`src/rtl/cp0_exc_unit_pkg.sv`:
```
// CP0 register numbers, exception codes and Status/Cause field positions
// shared by the exception unit and its timer.
package cp0_defs;

  localparam logic [4:0] REG_BADVADDR = 5'd8;
  localparam logic [4:0] REG_COUNT    = 5'd9;
  localparam logic [4:0] REG_COMPARE  = 5'd11;
  localparam logic [4:0] REG_STATUS   = 5'd12;
  localparam logic [4:0] REG_CAUSE    = 5'd13;
  localparam logic [4:0] REG_EPC      = 5'd14;
  localparam logic [4:0] REG_PRID     = 5'd15;
  localparam logic [4:0] REG_CONFIG   = 5'd16;

  localparam logic [4:0] EXC_INT  = 5'd0;
  localparam logic [4:0] EXC_ADEL = 5'd4;
  localparam logic [4:0] EXC_ADES = 5'd5;
  localparam logic [4:0] EXC_SYS  = 5'd8;
  localparam logic [4:0] EXC_RI   = 5'd10;
  localparam logic [4:0] EXC_OV   = 5'd12;
  localparam logic [4:0] EXC_TR   = 5'd13;

  localparam int unsigned IE_BIT  = 0;
  localparam int unsigned EXL_BIT = 1;
  localparam int unsigned IM_LSB  = 8;
  localparam int unsigned IP_LSB  = 8;
  localparam int unsigned EXC_LSB = 2;
  localparam int unsigned BD_BIT  = 31;
  localparam int unsigned TI_BIT  = 30;

  // Cause bits software may write: IV, WP and the two software interrupts.
  localparam logic [31:0] CAUSE_WMASK = 32'h00C00300;

endpackage

```
`src/rtl/cp0_exc_unit_timer.sv`:
```
// Count/Compare timer: Count advances once per COUNT_DIV clocks; TI is a sticky
// match flag cleared only by a Compare write.
module cp0_timer
  import cp0_defs::*;
#(
  parameter int unsigned COUNT_DIV = 1
) (
  input  logic        clk,
  input  logic        rst_n,
  input  logic        count_we_i,
  input  logic        compare_we_i,
  input  logic [31:0] wdata_i,
  output logic [31:0] count_o,
  output logic [31:0] compare_o,
  output logic        ti_o
);

  localparam int unsigned PW = (COUNT_DIV > 1) ? $clog2(COUNT_DIV) : 1;

  logic [PW-1:0] presc_q, presc_d;
  logic [31:0]   count_q, count_d, compare_q, compare_d, count_inc;
  logic          ti_q, ti_d, wrap;

  assign wrap      = (presc_q == PW'(COUNT_DIV - 1));
  assign count_inc = count_q + 32'd1;

  always_comb begin
    presc_d   = wrap ? '0 : presc_q + PW'(1);
    count_d   = count_q;
    compare_d = compare_q;
    ti_d      = ti_q;
    // A freshly loaded Count is not matched; only an increment can raise TI.
    if (count_we_i) begin
      count_d = wdata_i;
      presc_d = '0;
    end else if (wrap) begin
      count_d = count_inc;
      if (count_inc == compare_q && compare_q != 32'd0) ti_d = 1'b1;
    end
    if (compare_we_i) begin
      compare_d = wdata_i;
      ti_d      = 1'b0;
    end
  end

  always_ff @(posedge clk or negedge rst_n) begin
    if (!rst_n) begin
      presc_q   <= '0;
      count_q   <= '0;
      compare_q <= '0;
      ti_q      <= 1'b0;
    end else begin
      presc_q   <= presc_d;
      count_q   <= count_d;
      compare_q <= compare_d;
      ti_q      <= ti_d;
    end
  end

  assign count_o   = count_q;
  assign compare_o = compare_q;
  assign ti_o      = ti_q;

endmodule

```
`src/rtl/cp0_exc_unit.sv`:
```
// CP0 beside MEM/WB: Status/Cause/EPC/BadVAddr, MFC0/MTC0 access, exception and
// ERET commit, interrupt request and flush redirect target.
module cp0_exc_unit
  import cp0_defs::*;
#(
  parameter int unsigned HW_INT_NUM   = 6,
  parameter int unsigned COUNT_DIV    = 1,
  parameter logic [31:0] PRID_VAL     = 32'h004C0102,
  parameter logic [31:0] CONFIG_VAL   = 32'h00008000,
  parameter logic [31:0] STATUS_RST   = 32'h10000000,
  parameter logic [31:0] STATUS_WMASK = 32'h1000FF03,
  parameter logic [31:0] EXC_VECTOR   = 32'hBFC00380
) (
  input  logic                  clk,
  input  logic                  rst_n,
  input  logic                  we_i,
  input  logic [4:0]            waddr_i,
  input  logic [31:0]           wdata_i,
  input  logic [4:0]            raddr_i,
  output logic [31:0]           rdata_o,
  input  logic [HW_INT_NUM-1:0] hw_int_i,
  input  logic                  exc_valid_i,
  input  logic [4:0]            exc_code_i,
  input  logic [31:0]           exc_badvaddr_i,
  input  logic                  eret_i,
  input  logic [31:0]           pc_i,
  input  logic                  in_delay_i,
  output logic                  int_req_o,
  output logic                  flush_o,
  output logic [31:0]           target_o,
  output logic [31:0]           status_o,
  output logic [31:0]           cause_o,
  output logic [31:0]           epc_o
);

  logic [31:0]           status_q, status_d, cause_q, cause_d, epc_q, epc_d;
  logic [31:0]           badv_q, badv_d, cause_val, count, compare;
  logic [HW_INT_NUM-1:0] hw_ip_q;
  logic [5:0]            hw6;
  logic                  ti, wr_status, wr_cause, wr_epc;

  assign wr_status = we_i && (waddr_i == REG_STATUS);
  assign wr_cause  = we_i && (waddr_i == REG_CAUSE);
  assign wr_epc    = we_i && (waddr_i == REG_EPC);

  cp0_timer #(.COUNT_DIV(COUNT_DIV)) u_timer (
    .clk          (clk),
    .rst_n        (rst_n),
    .count_we_i   (we_i && (waddr_i == REG_COUNT)),
    .compare_we_i (we_i && (waddr_i == REG_COMPARE)),
    .wdata_i      (wdata_i),
    .count_o      (count),
    .compare_o    (compare),
    .ti_o         (ti)
  );

  // cause_q only stores software/exception fields; IP and TI are overlaid here.
  assign hw6 = 6'(hw_ip_q);
  always_comb begin
    cause_val                  = cause_q;
    cause_val[IP_LSB+2 +: 6]   = hw6;
    cause_val[IP_LSB+7]        = hw6[5] | ti;
    cause_val[TI_BIT]          = ti;
  end

  always_comb begin
    status_d = status_q;
    cause_d  = cause_q;
    epc_d    = epc_q;
    badv_d   = badv_q;
    if (wr_status) status_d = (status_q & ~STATUS_WMASK) | (wdata_i & STATUS_WMASK);
    if (wr_cause)  cause_d  = (cause_q & ~CAUSE_WMASK) | (wdata_i & CAUSE_WMASK);
    if (wr_epc)    epc_d    = wdata_i;
    // Exception fields override any same-cycle MTC0; a concurrent ERET is dropped.
    if (exc_valid_i) begin
      if (!status_q[EXL_BIT]) begin
        epc_d          = in_delay_i ? pc_i - 32'd4 : pc_i;
        cause_d[BD_BIT] = in_delay_i;
      end
      cause_d[EXC_LSB +: 5] = exc_code_i;
      status_d[EXL_BIT]     = 1'b1;
      if (exc_code_i == EXC_ADEL || exc_code_i == EXC_ADES) badv_d = exc_badvaddr_i;
    end else if (eret_i) begin
      status_d[EXL_BIT] = 1'b0;
    end
  end

  always_ff @(posedge clk or negedge rst_n) begin
    if (!rst_n) begin
      status_q <= STATUS_RST;
      cause_q  <= '0;
      epc_q    <= '0;
      badv_q   <= '0;
      hw_ip_q  <= '0;
    end else begin
      status_q <= status_d;
      cause_q  <= cause_d;
      epc_q    <= epc_d;
      badv_q   <= badv_d;
      hw_ip_q  <= hw_int_i;
    end
  end

  always_comb begin
    case (raddr_i)
      REG_BADVADDR: rdata_o = badv_q;
      REG_COUNT:    rdata_o = count;
      REG_COMPARE:  rdata_o = compare;
      REG_STATUS:   rdata_o = status_q;
      REG_CAUSE:    rdata_o = cause_val;
      REG_EPC:      rdata_o = epc_q;
      REG_PRID:     rdata_o = PRID_VAL;
      REG_CONFIG:   rdata_o = CONFIG_VAL;
      default:      rdata_o = '0;
    endcase
  end

  assign int_req_o = (|(cause_val[IP_LSB +: 8] & status_q[IM_LSB +: 8]))
                     & status_q[IE_BIT] & ~status_q[EXL_BIT];
  assign flush_o   = exc_valid_i | eret_i;
  assign target_o  = (eret_i && !exc_valid_i) ? epc_q : EXC_VECTOR;
  assign status_o  = status_q;
  assign cause_o   = cause_val;
  assign epc_o     = epc_q;

endmodule

```
`config.mk`:
```
export PLATFORM = sky130hd
export DESIGN_NAME = cp0_exc_unit
export DESIGN_NICKNAME = d
export VERILOG_FILES = /design/src/rtl/cp0_exc_unit_pkg.sv /design/src/rtl/cp0_exc_unit_timer.sv /design/src/rtl/cp0_exc_unit.sv
export SDC_FILE = /design/constraint.sdc
export NUM_CORES = 1
export LEC_CHECK = 0
export CAP_MARGIN = 40
export CELL_PAD_IN_SITES_DETAIL_PLACEMENT = 0
export CELL_PAD_IN_SITES_GLOBAL_PLACEMENT = 2
export CORE_AREA = 5 5 190 192
export CTS_CLUSTER_DIAMETER = 120
export DETAILED_ROUTE_END_ITERATION = 7
export DIE_AREA = 0 0 195 197
export GPL_ROUTABILITY_DRIVEN = 0
export PLACE_DENSITY_LB_ADDON = 0.3
export SYNTH_ARGS = -nofsm -noshare
export SYNTH_HDL_FRONTEND = slang
export SYNTH_HIERARCHICAL = 1
export SYNTH_SLANG_ARGS = --single-unit
```
`constraint.sdc`:
```
create_clock -name clk -period 3.4 [get_ports clk]
set_input_delay 0.68 -clock clk [delete_from_list [all_inputs] [get_ports clk]]
set_output_delay 0.68 -clock clk [all_outputs]
set_load 0.05 [all_outputs]
```
==> results by group, run 1 <==
Synth
  – Area share of the largest cell type after synthesis: 39.8%
  – Top cells by area in the synthesized netlist: sky130_fd_sc_hd__dfrtp_1, sky130_fd_sc_hd__mux2_2, sky130_fd_sc_hd__xnor2_1
  – Share of synthesized area occupied by flip-flops and latches: 40.1%
  – Number of library cell types mapped by synthesis: 76
  – Instance count of the mapped netlist: 974
  – Ys Warns: 6
  – Post-synthesis sequential element count: 156
  – EDFF count, synth: 0
  – Total standard cell area after synthesis: 9750 sq um
  – Synth Flop Type: sky130_fd_sc_hd__dfrtp_1
  – Cell accounting for the most synthesized area: sky130_fd_sc_hd__dfrtp_1
  – Async set or reset register ratio after synthesis: 100%
  – Avg Synthesized Cell Area: 10.0 sq um

Place
  – Hpwl dp: 32100 um
  – Setup slack at placement: 0.259 ns
  – Number of port buffers: 248
  – Dpl cells: 1662

Floorplanning
  – Die area: 38400 sq um
  – Horiz. Die Dim: 195 um
  – Count of boundary I/O pins: 285
  – Number of cell rows: 68
  – Initial core utilization: 28.5%
  – Core area: 34200 sq um
  – Die Y: 197 um

Detailed routing
  – Post-detailed-route wirelength per cell: 23.8 um
  – Routed via count divided by cell count: 5.07
  – Pre-antenna DRT Iters: 6
  – Antenna viol nets, final: 0
  – Number of DRC markers in iteration 0: 697
  – DRC violation count after routing: 0
  – Detailed-route wire length: 40400 um
  – Via count: 8601

CTS
  – # H-tree levels: 4
  – Number of clock buffers inserted by TritonCTS: 17
  – TritonCTS clock tree: done
  – Insertion delay of the later-clocked pin in the worst-skew pair: 0.43 ns
  – Clock-pin slew of the registers on the worst-case setup and hold paths: 0.06 ns
  – Total of hold buffers inserted after clock tree synthesis: 0
  – Clock root buffer: sky130_fd_sc_hd__clkbuf_16
  – Post-CTS Setup Bufs: 0
  – Sink count of the clock tree: 156
  – CTS resizes: 0
  – CTS Buffer Depth: 2

Critical path
  – Data required time at the worst endpoint: 2.72 ns
  – Type of origin of the critical path: primary input
  – Crit path max-delay cell type: sky130_fd_sc_hd__clkdlybuf4s50_1
  – Buf+Inv Stages, Crit Path: 4
  – Critical Path Fanout Max: 15
  – Worst setup path class: primary input to primary output
  – Instance count on the critical path: 8
  – Worst path arrival time: 2.51 ns
  – Top cell family by delay on the critical path: buffers and inverters
  – Depth of the worst register-to-register path: 9
  – Worst stage delay on the critical path: 0.51 ns
  – Cell-by-cell trace of the critical path: clkdlybuf4s50_1 -> nand3b_1 -> buf_4 -> nor3b_2 -> buf_4 -> a222oi_1 -> nand2_1 -> buf_12
  – Most Frequent Cell on Critical Path: sky130_fd_sc_hd__buf_4
  – FF-to-FF setup slack: 0.38 ns
  – Crit. End Element: primary output

Job
  – Max cap viols: 0

STA
  – Setup repair after global routing missed its margin: no
  – Post-Route Setup TNS: 0 ns
  – Setup clock skew after layout: 0.00877 ns
  – Max frequency: 314 MHz
  – Least-Margin Pin Slew: 0.694 ns
  – Hold Violations, Final: 0
  – Slew Limit Headroom: 53.3%
  – Count of final setup violators: 0
  – Post-layout min period: 3.19 ns
  – Final critical-path setup slack: 0.214 ns
  – Total count of max-transition violations in the final report: 0
  – Share of the cycle needed by the critical path after routing: 93.7%

Global routing
  – Antenna violations before repair: 4
  – Via count of the first global-routing pass: 8556
  – Global route total overflow: 0
  – Global-route wire length before repair: 59100 um
  – Met3 track demand over resource in global routing: 3.49%
  – GR met1 Demand/Resource: 28.8%
  – Total Routing Usage GR: 20.5%
  – GR met2 Demand/Resource: 33.3%
  – GRT Max-Usage Layer: met2
  – Largest net degree at the start of global routing: 61

Finish
  – Core occupancy in the finished layout: 40.8%
  – Area used by sequential logic in the layout: 3910 sq um
  – Syn-to-layout area delta: 43.0%
  – Fillcell total: 3379
  – Final non-filler cell total: 1695
  – Area used by multi-input combinational logic: 5430 sq um
  – Share of cells above drive strength 1: 23.2%
  – Net count, final: 1351

Pwr
  – Sequential power share: 37.8%
  – Share of power burned in the clock network: 25.3%
  – Total design power: 7560 uW
  – Part of the total power dissipated in combinational logic: 36.9%
  – Highest ir drop seen on vdd: 0.000334 V
  – Switching pwr: 2980 uW
  – Switching part of the total power: 39.4%
  – Leakage power: 0.00549 uW
  – Ratio of total power to cell area: 543 nW/um^2
  – Power Internal: 4590 uW

Outcome
  – Outcome: finished clean

Min path
  – Path category of the worst min-delay check: primary input to async pin
## final timing paths
kind                                    start                    end
hold reg to reg                     badv_q[1]              badv_q[1]
setup reg to reg           u_timer/count_o[1]           u_timer/ti_o
min in group clk                    badv_q[1]              badv_q[1]
hold / removal                          rst_n  u_timer/compare_o[10]
max in group asynchronous               rst_n             cause_q[6]
setup / recovery                   raddr_i[4]             rdata_o[5]
## power groups by stage
| stage | Clock, uW | Sequential [uW] | Combinational [uW] |
|---|---|---|---|
| 2_1_floorplan | 0 | 3000 | 1420 |
| 3_3_place_gp | 0 | 2880 | 2780 |
| 3_5_place_dp | 0 | 2880 | 2790 |
| 4_1_cts | 1960 | 2850 | 2800 |
| 5_1_grt | 2040 | 2920 | 2970 |
| 6_report | 1910 | 2860 | 2790 |
## synthesized netlist by cell type, drive strengths merged, types with 2 or more instances
cell type,n
mux2i,21
nor2,48
xnor2,47
or2,3
or4,10
a21oi,22
nor3b,3
inv,14
a222oi,16
a22oi,53
a31o,2
nor2b,6
nand3,28
nor4b,4
or3,8
nand4b,3
dfrtp,155
o21ai,47
and4,2
nor3,22
nor4,25
clkbuf,38
nand4,17
and2,20
a31oi,5
o31ai,6
nand3b,5
and3,3
mux2,108
a22o,2
ha,2
buf,58
xor2,33
o211ai,2
nand2b,18
xnor3,6
nand2,91
## logic make-up (layout without fill, tap and decap cells)
kind of cell	count (synthesis)	count (layout)	share of synthesized area, %
AOI/OAI and AO/OA	169	169	11.9
adders and majority gates	2	2	0.257
DFF	156	156	40.1
muxes	129	129	14.6
other	1	37	0.0385
xor gates and xnor gates	86	86	8.57
and+or+nand+nor	321	321	18.5
buffers and inverters	110	340	6.11
## registers in the layout (all words and copies together), names as in the netlist
name,cells
hw6,6
epc_o,32
badv_q,32
u_timer/ti_o,1
u_timer/compare_o,32
u_timer/count_o,32
cause_q,10
status_o,11
## final cells by class
cell class | instances | area share [%]
Clock buffer | 21 | 3.30
Timing Repair Buffer | 294 | 24.4
Antenna cell | 1 | 0.0179
Multi-Input combinational cell | 743 | 38.9
Inverter | 14 | 0.377
Sequential cell | 156 | 28.0
Tap cell | 455 | 4.08
Clock inverter | 11 | 0.852
## per-layer routing
layer	wire length [um]	share of wire (%)
met1	18200	45
met2	19400	48
met3	2250	5.6
met5	28	0.069
met4	520	1.3
## cells in the final DEF, fill, tap and decap left out, types with 36 or more instances in the layout
master and instances:
sky130_fd_sc_hd__o21ai_0 45, sky130_fd_sc_hd__mux2_2 108, sky130_fd_sc_hd__nor2_1 45, sky130_fd_sc_hd__clkdlybuf4s50_1 183, sky130_fd_sc_hd__conb_1 36, sky130_fd_sc_hd__nand2_1 91
sky130_fd_sc_hd__xnor2_1 47, sky130_fd_sc_hd__a22oi_1 53, sky130_fd_sc_hd__dfrtp_1 155, sky130_fd_sc_hd__buf_12 59, sky130_fd_sc_hd__buf_4 51
## per-stage QoR
stage | hold WS (ns) | area, sq um
floorplan | 0.384 | 9880
global placement | 0.489 | 13400
detailed placement | 0.493 | 13400
CTS | 0.229 | 13900
global route | 0.259 | 13900
finish | 0.212 | 13900
Power figures use the tool's default switching activity.
==> inputs of run 2 (changes only) <==
- SYNTH_HIERARCHICAL: 1 -> unset
==> results by group, run 2 <==
Job
  – Max cap viols: 0 (unchanged)

STA
  – Total count of max-transition violations in the final report: 0 (unchanged)
  – Least-Margin Pin Slew: 0.749 ns (+0.0548 ns)
  – Final critical-path setup slack: 0.0987 ns (-0.116 ns)
  – Post-Route Setup TNS: 0 ns (unchanged)
  – Hold Violations, Final: 0 (unchanged)
  – Share of the cycle needed by the critical path after routing: 97.1% (+3.4 points)
  – Max frequency: 303 MHz (-3.5%)
  – Setup repair after global routing missed its margin: no
  – Post-layout min period: 3.30 ns (+0.116 ns)
  – Count of final setup violators: 0 (unchanged)
  – Setup clock skew after layout: 0.00939 ns (+0.000621 ns)
  – Slew Limit Headroom: 50.1% (-3.2 points)

CTS
  – Sink count of the clock tree: 156 (unchanged)
  – Insertion delay of the later-clocked pin in the worst-skew pair: 0.44 ns (about the same)
  – TritonCTS clock tree: done
  – CTS Buffer Depth: 2 (unchanged)
  – Clock-pin slew of the registers on the worst-case setup and hold paths: 0.06 ns (about the same)
  – # H-tree levels: 4 (unchanged)
  – Clock root buffer: sky130_fd_sc_hd__clkbuf_16
  – Number of clock buffers inserted by TritonCTS: 17 (unchanged)
  – Total of hold buffers inserted after clock tree synthesis: 0 (unchanged)

Global routing
  – Largest net degree at the start of global routing: 63 (+3.3%)
  – Antenna violations before repair: 1 (-3)
  – Global-route wire length before repair: 61300 um (+3.6%)
  – Via count of the first global-routing pass: 9120 (+6.6%)
  – Total Routing Usage GR: 21.2% (+0.72 points)
  – Global route total overflow: 0 (unchanged)

Detailed routing
  – Pre-antenna DRT Iters: 5 (-1)
  – DRC violation count after routing: 0 (unchanged)
  – Number of DRC markers in iteration 0: 545 (-22%)
  – Post-detailed-route wirelength per cell: 23.9 um (+0.22%)
  – Routed via count divided by cell count: 5.13 (+1.1%)
  – Antenna viol nets, final: 0 (unchanged)
  – Detailed-route wire length: 41600 um (+3.0%)
  – Via count: 8937 (+3.9%)

Synth
  – Area share of the largest cell type after synthesis: 39.6% (-0.17 points)
  – Instance count of the mapped netlist: 1016 (+4.3%)
  – Share of synthesized area occupied by flip-flops and latches: 39.9% (-0.17 points)
  – Number of library cell types mapped by synthesis: 76 (unchanged)
  – Commonest cells in the netlist: sky130_fd_sc_hd__dfrtp_1, sky130_fd_sc_hd__mux2_2, sky130_fd_sc_hd__nand2_1
  – Cell accounting for the most synthesized area: sky130_fd_sc_hd__dfrtp_1
  – Ys Warns: 0 (-6)
  – Synth Flop Type: sky130_fd_sc_hd__dfrtp_1
  – Most frequent cell after synthesis: sky130_fd_sc_hd__dfrtp_1
  – Async set or reset register ratio after synthesis: 100% (unchanged)
  – EDFF count, synth: 0 (unchanged)
  – Top cells by area in the synthesized netlist: sky130_fd_sc_hd__dfrtp_1, sky130_fd_sc_hd__mux2_2, sky130_fd_sc_hd__a22oi_1
  – Avg Synthesized Cell Area: 9.64 sq um (-3.7%)
  – Total standard cell area after synthesis: 9790 sq um (+0.42%)
  – Post-synthesis sequential element count: 156 (unchanged)

Critical path
  – Crit. End Element: primary output
  – Type of origin of the critical path: primary input
  – Worst path arrival time: 2.62 ns (+0.11 ns)
  – Data required time at the worst endpoint: 2.72 ns (about the same)
  – Critical Path Fanout Max: 13 (-2)
  – Crit path max-delay cell type: sky130_fd_sc_hd__clkdlybuf4s50_1
  – Worst setup path class: primary input to primary output
  – Worst stage delay on the critical path: 0.52 ns (about the same)
  – Cell-by-cell trace of the critical path: clkdlybuf4s50_1 -> nor2b_2 -> nand2_1 -> nor2_2 -> buf_4 -> a22oi_1 -> nand3_1 -> buf_12

Finish
  – Final non-filler cell total: 1742 (+2.8%)
  – Share of cells above drive strength 1: 22.3% (-0.93 points)
  – Leading cell type in the layout, fill and taps excluded: sky130_fd_sc_hd__clkdlybuf4s50_1
  – Net count, final: 1398 (+3.5%)
  – Core occupancy in the finished layout: 41.2% (+0.45 points)
  – Syn-to-layout area delta: 44.0%
  – Fillcell total: 3434 (+1.6%)
  – Commonest cells after routing, fill and taps aside: sky130_fd_sc_hd__clkdlybuf4s50_1, sky130_fd_sc_hd__dfrtp_1, sky130_fd_sc_hd__mux2_2, sky130_fd_sc_hd__nand2_1, sky130_fd_sc_hd__buf_4

Pwr
  – Sequential power share: 37.1% (-0.7 points)
  – Ratio of total power to cell area: 566 nW/um^2 (+4.3%)
  – Switching part of the total power: 40.2% (+0.84 points)
  – Total design power: 7980 uW (+5.5%)
  – Switching pwr: 3210 uW (+7.7%)
  – Leakage power: 0.00558 uW (+1.6%)
  – Share of power burned in the clock network: 25.7% (+0.4 points)
  – Power Internal: 4770 uW (+4.0%)
  – Part of the total power dissipated in combinational logic: 37.2% (+0.3 points)
  – Highest ir drop seen on vdd: 0.000397 V (+19%)

Floorplanning
  – Horiz. Die Dim: 195 um (unchanged)
  – Core area: 34200 sq um (unchanged)
  – Number of cell rows: 68 (unchanged)
  – Die area: 38400 sq um (unchanged)
  – Die Y: 197 um (unchanged)
  – Count of boundary I/O pins: 285 (unchanged)
  – Initial core utilization: 28.6% (+0.12 points)

Place
  – Dpl cells: 1708 (+2.8%)
  – Setup slack at placement: 0.00820 ns (-0.251 ns)
  – Number of port buffers: 248 (unchanged)
  – Hpwl dp: 33600 um (+4.4%)

Min path
  – Path category of the worst min-delay check: primary input to async pin

Outcome
  – Outcome: finished clean
-- run 2: changes by cell type after synthesis, moves of 4 or more --
cell                       previous run  this run
sky130_fd_sc_hd__a21oi_1             22        47
sky130_fd_sc_hd__a222oi_1            16         5
sky130_fd_sc_hd__a22oi_1             53        62
sky130_fd_sc_hd__buf_1                6        10
sky130_fd_sc_hd__clkbuf_1            37        46
sky130_fd_sc_hd__inv_1               14        10
sky130_fd_sc_hd__mux2_2             108        94
sky130_fd_sc_hd__nand3_1             25        31
sky130_fd_sc_hd__nand3b_1             5         1
sky130_fd_sc_hd__nor2_1              47        59
sky130_fd_sc_hd__o21ai_0             45        36
sky130_fd_sc_hd__or4_1                6        10
sky130_fd_sc_hd__xor2_1              33        27
-- run 2: worst max-delay path: cells and delay by family --
kind                   cells  cell delay [ns]
buffers and inverters      3             0.94
AO/OA/AOI/OAI              1             0.11
AND/OR/NAND/NOR            4             0.89
-- run 2: metal layers --
metal,wire [um],GRT usage [%]
met5,0,0
met4,994,6.28
met3,2550,4.92
met2,19400,33.6
met1,18700,29.2
-- run 2: final timing paths --
check | slack, ns | to | cells past startpoint | start
setup reg to reg | 0.35 | u_timer.ti_o | 7 | u_timer.count_o[6]
setup / recovery | 0.1 | rdata_o[9] | 8 | raddr_i[3]
max in group asynchronous | 2.35 | status_o[28] | 2 | rst_n
hold reg to reg | 0.51 | badv_q[8] | 1 | badv_q[8]
hold / removal | 0.22 | u_timer.compare_o[28] | 1 | rst_n
min in group clk | 0.51 | badv_q[8] | 1 | badv_q[8]
-- run 2: power by group through the flow --
stage          Clock [uW]  Combinational, uW  Sequential, uW
2_1_floorplan           0               1630            2970
3_3_place_gp            0               2940            2990
3_5_place_dp            0               2970            2980
4_1_cts              2090               2980            2950
5_1_grt              2160               3170            3020
6_report             2050               2970            2960
-- run 2: logic make-up after synthesis --
| family | after synthesis | share of synthesized area, % |
|---|---|---|
| flops | 156 | 39.9 |
| simple gates | 346 | 19.2 |
| xor+xnor | 76 | 7.37 |
| compound gates | 199 | 13.7 |
| mux | 118 | 13.3 |
| other cells | 1 | 0.0383 |
| fa+ha+maj | 2 | 0.256 |
| buf+inv | 118 | 6.33 |
-- run 2: layout make-up --
class | count | area, sq um | share of cell area [%]
multi-input combinational | 777 | 5440 | 38.6
clock buffer | 23 | 488 | 3.46
antenna | 1 | 2.50 | 0.0178
clock inverter | 9 | 134 | 0.950
timing repair buffer | 311 | 3520 | 25.0
inverter | 10 | 37.5 | 0.266
tap | 455 | 569 | 4.04
sequential | 156 | 3910 | 27.7
-- run 2: per-stage QoR --
step,instance area [sq um],hold slack [ns]
floorplan,9920,0.384
detailed placement,13500,0.493
finish,14100,0.219
global placement,13500,0.488
CTS,14100,0.233
global route,14100,0.261
-- run 2: repair_timing --
item,4_1_cts,5_1_grt
buffers inserted,0,1
endpoints found under the setup margin,0,11
resized for setup,0,3
==> inputs of run 3 (changes only) <==
- clock period: 3.4 -> 3.69 ns (I/O delays scaled with it)
==> results by group, run 3 (synthesis gave the netlist of run 2 again) <==
Outcome
  – Outcome: finished clean

Detailed routing
  – Number of DRC markers in iteration 0: 633 (+16%)
  – DRC violation count after routing: 0 (unchanged)
  – Detailed-route wire length: 41400 um (-0.64%)
  – Via count: 8856 (-0.91%)
  – Routed via count divided by cell count: 5.14 (+0.13%)
  – Antenna viol nets, final: 0 (unchanged)
  – Pre-antenna DRT Iters: 5 (unchanged)
  – Post-detailed-route wirelength per cell: 24.0 um (+0.40%)

CTS
  – # H-tree levels: 4 (unchanged)
  – Clock-pin slew of the registers on the worst-case setup and hold paths: 0.06 ns (about the same)
  – Insertion delay of the later-clocked pin in the worst-skew pair: 0.44 ns (about the same)
  – CTS resizes: 0 (unchanged)
  – Clock root buffer: sky130_fd_sc_hd__clkbuf_16
  – Total of hold buffers inserted after clock tree synthesis: 0 (unchanged)
  – Post-CTS Setup Bufs: 0 (unchanged)
  – Sink count of the clock tree: 156 (unchanged)
  – TritonCTS clock tree: done
  – CTS Buffer Depth: 2 (unchanged)
  – Number of clock buffers inserted by TritonCTS: 17 (unchanged)

STA
  – Slew Limit Headroom: 52.8% (+2.7 points)
  – Max frequency: 296 MHz
  – Share of the cycle needed by the critical path after routing: 91.6%
  – Total count of max-transition violations in the final report: 0 (unchanged)
  – Worst hold-check slack: 0.247 ns (+0.0283 ns)
  – Post-Route Setup TNS: 0 ns (unchanged)
  – Least-Margin Pin Slew: 0.709 ns (-0.0402 ns)
  – Count of final setup violators: 0 (unchanged)
  – Post-layout min period: 3.38 ns
  – Hold Violations, Final: 0 (unchanged)
  – Final critical-path setup slack: 0.310 ns (+0.212 ns)
  – Setup clock skew after layout: 0.0133 ns (+0.00396 ns)
  – Setup repair after global routing missed its margin: no

Floorplanning
  – Count of boundary I/O pins: 285 (unchanged)
  – Initial core utilization: 28.6% (unchanged)
  – Horiz. Die Dim: 195 um (unchanged)
  – Die area: 38400 sq um (unchanged)
  – Core area: 34200 sq um (unchanged)
  – Die Y: 197 um (unchanged)
  – Number of cell rows: 68 (unchanged)

Global routing
  – Global-route wire length before repair: 59900 um (-2.1%)
  – Antenna violations before repair: 3 (+2)
  – Via count of the first global-routing pass: 8904 (-2.4%)
  – Total Routing Usage GR: 20.7% (-0.50 points)
  – Global route total overflow: 0 (unchanged)
  – Largest net degree at the start of global routing: 60 (-4.8%)

Critical path
  – Critical path launch point: raddr_i[2]
  – Worst path arrival time: 2.64 ns (+0.02 ns)
  – Critical Path Fanout Max: 2 (-11)
  – Type of origin of the critical path: primary input
  – Data required time at the worst endpoint: 2.95 ns (+0.23 ns)
  – Worst setup path class: primary input to primary output
  – Start of the worst register-to-register path: u_timer.count_o[1]
  – Crit. End Element: primary output

Place
  – Dpl cells: 1691 (-1.0%)
  – Number of port buffers: 248 (unchanged)
  – Setup slack at placement: 0.194 ns (+0.186 ns)
  – Hpwl dp: 33100 um (-1.4%)

Job
  – Max cap viols: 0 (unchanged)

Pwr
  – Leakage power: 0.00546 uW (-2.3%)
  – Switching pwr: 3000 uW (-6.5%)
  – Ratio of total power to cell area: 527 nW/um^2 (-6.9%)
  – Sequential power share: 38.3% (+1.2 points)
  – Switching part of the total power: 41.2% (+1.0 points)
  – Share of power burned in the clock network: 25.8% (about the same)
  – Power Internal: 4280 uW (-10%)
  – Highest ir drop seen on vdd: 0.000325 V (-18%)
  – Part of the total power dissipated in combinational logic: 35.9% (-1.3 points)

Finish
  – Final non-filler cell total: 1724 (-1.0%)
  – Syn-to-layout area delta: 41.2%
  – Share of cells above drive strength 1: 21.0% (-1.3 points)
  – Net count, final: 1380 (-1.3%)
  – Fillcell total: 3415 (-0.55%)
  – Commonest cells after routing, fill and taps aside: sky130_fd_sc_hd__clkdlybuf4s50_1, sky130_fd_sc_hd__dfrtp_1, sky130_fd_sc_hd__mux2_2, sky130_fd_sc_hd__nand2_1, sky130_fd_sc_hd__a22oi_1
  – Leading cell type in the layout, fill and taps excluded: sky130_fd_sc_hd__clkdlybuf4s50_1

Min path
  – Path category of the worst min-delay check: primary input to async pin
[run 3: cell count changes in the layout (fill, tap and decap cells not counted), sizes merged]
cell / previous run / this run
buf: 129 / 108
clkbuf: 23 / 17
inv: 11 / 16
clkdlybuf4s50: 182 / 185
clkinv: 1 / 3
clkinvlp: 4 / 3
[run 3: routing by layer]
layer / part of all wire (%) / global-route usage, %
met1: 46 / 29.2
met2: 46 / 32.7
met3: 5.7 / 4.44
met4: 1.7 / 5.09
met5: 0.034 / 0
[run 3: final cells by class]
type | instances | area (sq um) | area share [%]
Antenna cell | 1 | 2.50 | 0.0181
Clock buffer | 17 | 425 | 3.08
Clock inverter | 15 | 186 | 1.35
Inverter | 10 | 37.5 | 0.272
Multi-Input combinational cell | 777 | 5430 | 39.3
Sequential cell | 156 | 3910 | 28.3
Tap cell | 455 | 569 | 4.12
Timing Repair Buffer | 293 | 3270 | 23.6
[run 3: path summary, 6_finish.rpt]
| kind | end | slack (ns) | cells past startpoint |
|---|---|---|---|
| setup / recovery | rdata_o[15] | 0.31 | 7 |
| hold / removal | u_timer.compare_o[20] | 0.25 | 1 |
| setup reg to reg | u_timer.ti_o | 0.45 | 8 |
| hold reg to reg | badv_q[15] | 0.51 | 1 |
| max in group asynchronous | cause_q[8] | 2.61 | 2 |
| min in group clk | badv_q[15] | 0.51 | 1 |
[run 3: stage by stage]
| stage | util, % | total power, uW | area [sq um] |
|---|---|---|---|
| 5_1_grt | 40.4 | 7600 | 13800 |
| 4_1_cts | 40.4 | 7320 | 13800 |
| 3_3_place_gp | 38.6 | 5410 | 13200 |
| 3_5_place_dp | 38.6 | 5420 | 13200 |
| 2_1_floorplan | - | 4240 | 9920 |
| 6_report | 40.4 | 7280 | 13800 |
[run 3: worst max-delay path, stage by stage]
cell and delay, ns:
sky130_fd_sc_hd__clkdlybuf4s50_1 0.49, sky130_fd_sc_hd__mux2_2 0.34, sky130_fd_sc_hd__a22oi_1 0.18, sky130_fd_sc_hd__nor3_1 0.06, sky130_fd_sc_hd__a221o_1 0.27, sky130_fd_sc_hd__a221o_1 0.37
sky130_fd_sc_hd__buf_12 0.19
[run 3: power groups by stage]
stage	clock (uW)	sequential (uW)	combinational [uW]
global route	1980	2840	2780
finish	1880	2790	2610
detailed placement	0	2800	2620
global placement	0	2810	2600
CTS	1920	2770	2630
floorplan	0	2740	1500
